--- src/rtl/bot_io_hub.sv ---
// PicoBlaze port-bus I/O hub for the Nexys4 robot: width-generic register map
// plus an edge-triggered, maskable, priority-encoded interrupt controller.
module bot_io_hub #(
   parameter int           NUM_DIGITS    = 8,
   parameter int           NUM_SW_BYTES  = 2,
   parameter int           NUM_LED_BYTES = 2,
   parameter int           NUM_IRQ       = 4,
   parameter logic [4:0]   DIG_RST       = 5'h1F
) (
   input  logic                         sysclk,
   input  logic                         sysreset,
   input  logic [7:0]                   port_id,
   input  logic [7:0]                   io_data_in,
   output logic [7:0]                   io_data_out,
   input  logic                         write_strobe,
   input  logic                         k_write_strobe,
   input  logic                         read_strobe,
   output logic                         interrupt,
   input  logic                         interrupt_ack,
   input  logic [NUM_IRQ-1:0]           irq_src,
   input  logic [5:0]                   dbbtns,
   input  logic [8*NUM_SW_BYTES-1:0]    switches,
   input  logic [7:0]                   locx,
   input  logic [7:0]                   locy,
   input  logic [7:0]                   botinfo,
   input  logic [7:0]                   sensors,
   input  logic [7:0]                   lmdist,
   input  logic [7:0]                   rmdist,
   output logic [7:0]                   mot_ctl,
   output logic [5*NUM_DIGITS-1:0]      digits,
   output logic [NUM_DIGITS-1:0]        dp,
   output logic [8*NUM_LED_BYTES-1:0]   leds
);

   logic                  we;
   logic [NUM_IRQ-1:0]    irq_pend;
   logic [NUM_IRQ-1:0]    irq_mask;
   logic [NUM_IRQ-1:0]    irq_prev;
   logic [NUM_IRQ-1:0]    pend_set;
   logic [NUM_IRQ-1:0]    ack_clr;
   logic [NUM_IRQ-1:0]    w1c_clr;
   logic [NUM_IRQ-1:0]    active;
   logic                  any;
   logic [2:0]            idx;
   logic [7:0]            irq_vec;
   logic [7:0]            rd_mux;
   logic [15:0]           dp_pad;
   logic [15:0]           dp_wr;
   logic                  unused_sig;

   assign we = write_strobe | k_write_strobe;

   assign active   = irq_pend & irq_mask;
   assign any      = |active;
   assign pend_set = irq_src & ~irq_prev;
   assign ack_clr  = (interrupt_ack && any) ? (NUM_IRQ'(1) << idx) : '0;
   assign w1c_clr  = (we && port_id == 8'h01) ? io_data_in[NUM_IRQ-1:0] : '0;
   assign irq_vec  = any ? {1'b1, 4'b0000, idx} : 8'h00;

   // lowest active index has priority
   always_comb begin
      idx = 3'd0;
      for (int i = NUM_IRQ - 1; i >= 0; i--) begin
         if (active[i]) idx = 3'(i);
      end
   end

   // dp is handled as a 16-bit view so unmapped bits fall away on write
   assign dp_pad = 16'(dp);

   always_comb begin
      dp_wr = dp_pad;
      if (we && port_id == 8'h0C) dp_wr[7:0]  = io_data_in;
      if (we && port_id == 8'h0D) dp_wr[15:8] = io_data_in;
   end

   always_comb begin
      rd_mux = 8'h00;
      case (port_id)
         8'h00:   rd_mux = {2'b00, dbbtns};
         8'h01:   rd_mux = 8'(irq_pend);
         8'h02:   rd_mux = 8'(irq_mask);
         8'h03:   rd_mux = irq_vec;
         8'h04:   rd_mux = mot_ctl;
         8'h05:   rd_mux = locx;
         8'h06:   rd_mux = locy;
         8'h07:   rd_mux = botinfo;
         8'h08:   rd_mux = sensors;
         8'h09:   rd_mux = lmdist;
         8'h0A:   rd_mux = rmdist;
         8'h0C:   rd_mux = dp_pad[7:0];
         8'h0D:   rd_mux = dp_pad[15:8];
         default: rd_mux = 8'h00;
      endcase
      for (int i = 0; i < NUM_SW_BYTES; i++) begin
         if (port_id == 8'(16 + i)) rd_mux = switches[8*i +: 8];
      end
      for (int i = 0; i < NUM_LED_BYTES; i++) begin
         if (port_id == 8'(24 + i)) rd_mux = leds[8*i +: 8];
      end
      for (int i = 0; i < NUM_DIGITS; i++) begin
         if (port_id == 8'(32 + i)) rd_mux = {3'b000, digits[5*i +: 5]};
      end
   end

   // interrupt controller; a new edge always beats ack or W1C on the same bit
   always_ff @(posedge sysclk or posedge sysreset) begin
      if (sysreset) begin
         irq_pend  <= '0;
         irq_mask  <= NUM_IRQ'(1);
         irq_prev  <= '0;
         interrupt <= 1'b0;
      end else begin
         irq_prev  <= irq_src;
         irq_pend  <= (irq_pend & ~ack_clr & ~w1c_clr) | pend_set;
         interrupt <= any;
         if (we && port_id == 8'h02) irq_mask <= io_data_in[NUM_IRQ-1:0];
      end
   end

   always_ff @(posedge sysclk or posedge sysreset) begin
      if (sysreset) begin
         io_data_out <= 8'h00;
         mot_ctl     <= 8'h00;
         leds        <= '0;
         dp          <= '0;
         digits      <= {NUM_DIGITS{DIG_RST}};
      end else begin
         io_data_out <= rd_mux;
         dp          <= dp_wr[NUM_DIGITS-1:0];
         if (we && port_id == 8'h04) mot_ctl <= io_data_in;
         for (int i = 0; i < NUM_LED_BYTES; i++) begin
            if (we && port_id == 8'(24 + i)) leds[8*i +: 8] <= io_data_in;
         end
         for (int i = 0; i < NUM_DIGITS; i++) begin
            if (we && port_id == 8'(32 + i)) digits[5*i +: 5] <= io_data_in[4:0];
         end
      end
   end

   assign unused_sig = &{1'b0, read_strobe, dp_wr};

endmodule
--- config.mk ---
export PLATFORM = sky130hd
export DESIGN_NAME = bot_io_hub
export DESIGN_NICKNAME = d
export VERILOG_FILES = /design/src/rtl/bot_io_hub.sv
export SDC_FILE = /design/constraint.sdc
export NUM_CORES = 1
export LEC_CHECK = 0
export CORE_ASPECT_RATIO = 0.9
export CORE_MARGIN = 10
export CORE_UTILIZATION = 47
export DETAILED_ROUTE_END_ITERATION = 8
export PLACE_DENSITY = 0.82
export SLEW_MARGIN = 10
export SYNTH_ARGS = -nofsm -noshare
export SYNTH_HDL_FRONTEND = slang
export SYNTH_SLANG_ARGS = --single-unit
--- constraint.sdc ---
create_clock -name sysclk -period 3.38 [get_ports sysclk]
set_input_delay 0.507 -clock sysclk [delete_from_list [all_inputs] [get_ports sysclk]]
set_output_delay 0.507 -clock sysclk [all_outputs]
set_load 0.005 [all_outputs]
## Word level (Yosys, flattened, before mapping)

Index checks and enable logic that the tools add are counted.

| storage, ports and cells | value |
|---|---|
| logic and storage cells | 87 |
| flip-flop bits (word level) | 93 |
| bits of input ports | 96 |

| operators by class | value |
|---|---|
| equal/unequal tests | 23 |
| reduce and logical (&&, ||, !) cells | 17 |
| bitwise operators | 9 |
| shift-type cells | 1 |
| multiplexer cells | 20 |

Operators with widths:

| kind | count |
|---|---|
| $mux 8 | 13 |
| $pmux 8 s12 | 1 |
| $eq 8x6->1 const B | 8 |
| $eq 8x3->1 const B | 4 |
| $eq 8x4->1 const B | 4 |
| $eq 8x5->1 const B | 4 |
| $and 4x4->4 | 4 |
| $eq 8x2->1 const B | 2 |
| $logic_and 1x1->1 | 15 |
| $not 4->4 | 3 |
| $eq 8x1->1 const B | 1 |
| $logic_not 8->1 | 1 |
| $mux 4 | 2 |
| $mux 3 | 2 |
| $mux 2 | 2 |
| $or 4x4->4 | 1 |
| $reduce_or 4->1 | 1 |
| $shl 1x3->4 const A | 1 |
| $or 1x1->1 | 1 |

## Depth between registers and ports, before layout

| logic depth | value |
|---|---|
| depth in word-level cells | 19 |
| gate-level depth with buffers | 10 |
| mapped depth without buffers | 6 |

## Worst setup path after synthesis

No wires, ideal clock.

| path | value |
|---|---|
| path type | input-to-reg |
| from | in port_id[2] |
| to | reg irq_mask[3] |
| cell stages on the path | 5 |
| data arrival time | 1.937 ns |
| slack | 1.319 ns |
| data required time | 3.255 ns |
| path through | buf_2 > nor2_1 > nand2_1 > nor3_1 > mux2_2 |

| between the ends | value |
|---|---|
| cells in the longest elaborated chain, start to end | 2 |

RTL lines:

| what | RTL line | source |
|---|---|---|
| from (decl) | 12 | `input logic [7:0] port_id,` |
| $eq 8x2->1 | 117 | `if (we && port_id == 8'h02) irq_mask <= io_data_in[NUM_IRQ-1:0];` |
| $logic_and 1x1->1 | 117 |  |
| to (signal assigned) | 117 |  |
| to (decl) | 37 | `logic [NUM_IRQ-1:0] irq_mask;` |

Every way passes these cells.
A chain may end at the register's enable or synchronous reset.

## Worst setup path in the final report

| path | value |
|---|---|
| from | in port_id[7] |
| to | reg io_data_out[3] |

| between the ends | value |
|---|---|
| cells in the longest elaborated chain, start to end | 14 |
| elaborated cells between the ends (all ways) | 37 |
| those cells by class | 23 x eq/ne; 13 x mux; 1 x reduce/logical |

RTL lines:

| what | RTL line | source |
|---|---|---|
| $eq 8x4->1 (tied with other cells) | 79 | `case (port_id)` |
| $pmux 8 s12 | 79 |  |
| $mux 8 (2 in series) | 96 | `if (port_id == 8'(16 + i)) rd_mux = switches[8*i +: 8];` |
| $mux 8 (2 in series) | 99 | `if (port_id == 8'(24 + i)) rd_mux = leds[8*i +: 8];` |
| $mux 8 (7 in series) | 102 | `if (port_id == 8'(32 + i)) rd_mux = {3'b000, digits[5*i +: 5]};` |
| $mux 8 (*) | 102 |  |
| named net rd_mux[3] | 46 | `logic [7:0] rd_mux;` |
| to (signal assigned) | 129 | `io_data_out <= rd_mux;` |
| to (decl) | 14 | `output logic [7:0] io_data_out,` |

The timed path passes the listed nets; every way through them passes the cells marked *.

==> run_results.csv <==
group,metric,value,unit
routing,final_antenna_net_count,0,
min_path,hold_path_end,"irq_pend[2]",
yosys,synth.most_common_cell,"dfrtp_1",
yosys,yosys.area.top_type,"dfrtp_1",
routing,num_vias,5143,
final_layout,nets,766,
power,power.density,389.1,nW/µm²
worst_setup_path,path_buf_inv,1,
clocking,max-clock-path-buffers,2,
clocking,cts_tree,"done",
yosys,ys.flop_type,"dfrtp_1",
timing,worst_slew_pin_slew,1.153,ns
yosys,syn-cell-area,5311,µm²
routing,drt-initial-drc-count,707,
placement,port_buffers,175,
clocking,insertion_delay,0.37,ns
final_layout,num-fill-cells,841,
yosys,synth.avg_cell_area,10.73,µm²
final_layout,drive_gt1_share,20.30,%
worst_setup_path,crit_family,"simple AND/OR/NAND/NOR gates",
worst_setup_path,cp-start-kind,"input pin",
global_routing,overflow,0,
routing,drtPass1Iterations,6,
routing,via_per_inst,6.219,
yosys,synth_fp_nets,591,
worst_setup_path,worstReg2RegStart,"dp[2]",
worst_setup_path,crit_type,"input pin to register",
die,die_h,120.9,µm
worst_setup_path,endpoint_kind,"register",
worst_setup_path,reg2regPathDepth,5,
die,die-area,15960,µm²
worst_setup_path,reg2reg_to,"io_data_out[2]",
global_routing,grt_start_max_net_pins,50,
worst_setup_path,path_max_fanout,10,
power,vdd_ir_drop_max,0.0004098,V
final_layout,area.growth.synth_to_final,43.51,%
global_routing,grt.total_usage,25.74,%
min_path,hold_start,"irq_prev[2]",
global_routing,antenna_found_initial,0,
worst_setup_path,cpPeakStageDelay,0.60,ns
clocking,cts.clk_slew.worst_paths,0.07,ns
clocking,cts-resized-gates,0,
flow_run,cap_viol_max_count,0,
placement,place_congestion,0.9492,
die,io_pins,177,
timing,finalMaxSlewViolations,0,
yosys,async_flop_share,100.0,%
worst_setup_path,crit_chain,"clkdlybuf4s50_1, nor4b_2, nand2_2, a2111oi_0, o22ai_1, a32oi_1, nand2_1",
clocking,cts-htree-levels,3,
timing,hold_viol,0,
global_routing,grt_pass1_vias,5480,
timing,clock_skew,0.009359,ns
clocking,cts_hold_buffers,0,
timing,rsz0062_at_grt,"no",
yosys,syn_inst,495,
global_routing,grt_pass1_wl,32230,µm
worst_setup_path,cp.required,3.62,ns
clocking,clock_sink_count,93,
timing,finalSetupViolations,0,
clocking,post_cts_buffers,0,
die,fp.dieW,132.1,µm
routing,drc,0,
yosys,yosys_warnings,0,
timing,max_slew_margin,22.62,%
yosys,seq_area_frac_synth,44.78,%
worst_setup_path,cp-startpoint,"port_id[7]",
placement,dp_hpwl,15480,µm
yosys,synth_edf_count,0,
timing,fmax,0.3752,GHz
yosys,synthDistinctLibCells,65,
clocking,root_buffer,"clkbuf_16",
timing,timing.setup.tns,0,ns
worst_setup_path,crit_path_top_delay_cell,"nor4b_2",
die,core_area,10950,µm²
min_path,min_path_type,"register to register",
final_layout,antenna_cells,0,
timing,fin_crit,2.665,ns
timing,setup_ws,0.7149,ns
routing,routedWlPerCell,25.30,µm
worst_setup_path,worstPathArrival,2.90,ns
power,power_leakage,3.124,nW
die,row_count,36,
yosys,synthTopCellsByCount,"dfrtp_1 (52), mux2_1 (49), dfstp_2 (41)",
clocking,numCtsBuffers,9,
die,start_util,48.53,%
routing,totalWireLength,20920,µm
min_path,min_path_cells,1,
yosys,yosys-top-cells-area,"dfrtp_1 (24%), dfstp_2 (20%), mux2_1 (10%), mux2_2 (5.5%), mux2i_1 (2.6%)",
worst_setup_path,rrSetupSlack,1.74,ns
timing,finalCritPeriodShare,78.85,%
placement,preCtsSetupSlack,0.4008,ns
yosys,synth-seq-cells,93,
yosys,synth_top_area_share,24.50,%
status,outcome,"finished, final reports clean",
==> cell usage in the layout (no fill, tap or decap), types with 14 or more instances in the layout <==
| cell type | instances |
|---|---|
| nand3_1 | 26 |
| nand2_1 | 36 |
| nor2_1 | 23 |
| mux2i_1 | 14 |
| a21oi_1 | 19 |
| dfstp_2 | 41 |
| dfrtp_1 | 52 |
| mux2_2 | 26 |
| clkdlybuf4s50_1 | 174 |
| o21ai_0 | 19 |
| mux2_1 | 49 |
| buf_4 | 24 |
==> logic make-up after synthesis <==
group | count (synthesis) | share of synthesized area, %
muxes | 99 | 21.65
and+or+nand+nor | 138 | 14.06
buffers and inverters | 44 | 3.392
DFF | 93 | 44.78
AOI/OAI and AO/OA | 121 | 16.11
==> per-layer routing <==
metal / vias up / global-route usage (%) / routed length (µm)
met3: 51 / 7.988 / 2159
li1: 2218 / - / -
met4: 0 / 9.583 / 550
met5: - / 0 / 0
met1: 2545 / 32.21 / 8243
met2: 329 / 41.08 / 9966
==> through the flow <==
| stage | util [%] | total power [mW] | hold slack, ns | instance area [µm²] | instances |
|---|---|---|---|---|---|
| 2_1_floorplan | - | 1.486 | 0.3919 | 5311 | 495 |
| 5_1_grt | 69.64 | 3.069 | 0.4199 | 7622 | 827 |
| 6_report | 69.64 | 2.966 | 0.3997 | 7622 | 827 |
| 4_1_cts | 69.64 | 2.975 | 0.4092 | 7622 | 827 |
| 3_3_place_gp | 66.69 | 1.831 | 0.3957 | 7300 | 811 |
| 3_5_place_dp | 66.69 | 1.846 | 0.3986 | 7300 | 811 |
==> worst register-to-register path, stage by stage (launching register included) <==
cell	delay [ns]
dfrtp_1	0.40
mux2_2	0.30
a32oi_1	0.23
o22ai_1	0.10
nor3_1	0.36
o22ai_1	0.14
==> cell type report <==
class                           instances  area, µm²  area share (%)
Timing Repair Buffer                  200       1947           25.54
Inverter                                8      31.28          0.4104
Tap cell                              152      190.2           2.495
Multi-Input combinational cell        358       2753           36.11
Sequential cell                        93       2379           31.20
Clock inverter                          6      93.84           1.231
Clock buffer                           10      229.0           3.004
==> flip-flops by register name, indices dropped and copies added, names as in the netlist <==
signal,flops
mot_ctl,8
digits,40
interrupt,1
dp,8
irq_pend,4
irq_prev,4
irq_mask,4
io_data_out,8
leds,16
==> where the power goes <==
group / switching, mW / internal (mW) / total, mW
sequential: 0.0687 / 1.22 / 1.28
combinational: 0.240 / 0.312 / 0.552
clock: 0.473 / 0.656 / 1.13
total: 0.781 / 2.18 / 2.97
==> worst max-delay path by stage <==
stage / end / slack [ns] / cells after the start
global placement: digits[27] / 0.43 / 6
global route: digits[28] / 0.60 / 6
finish: io_data_out[3] / 0.71 / 7
detailed placement: digits[28] / 0.40 / 6
floorplan: dp[0] / 0.52 / 1
CTS: digits[28] / 0.79 / 6
(Power assumes the default switching activity.)
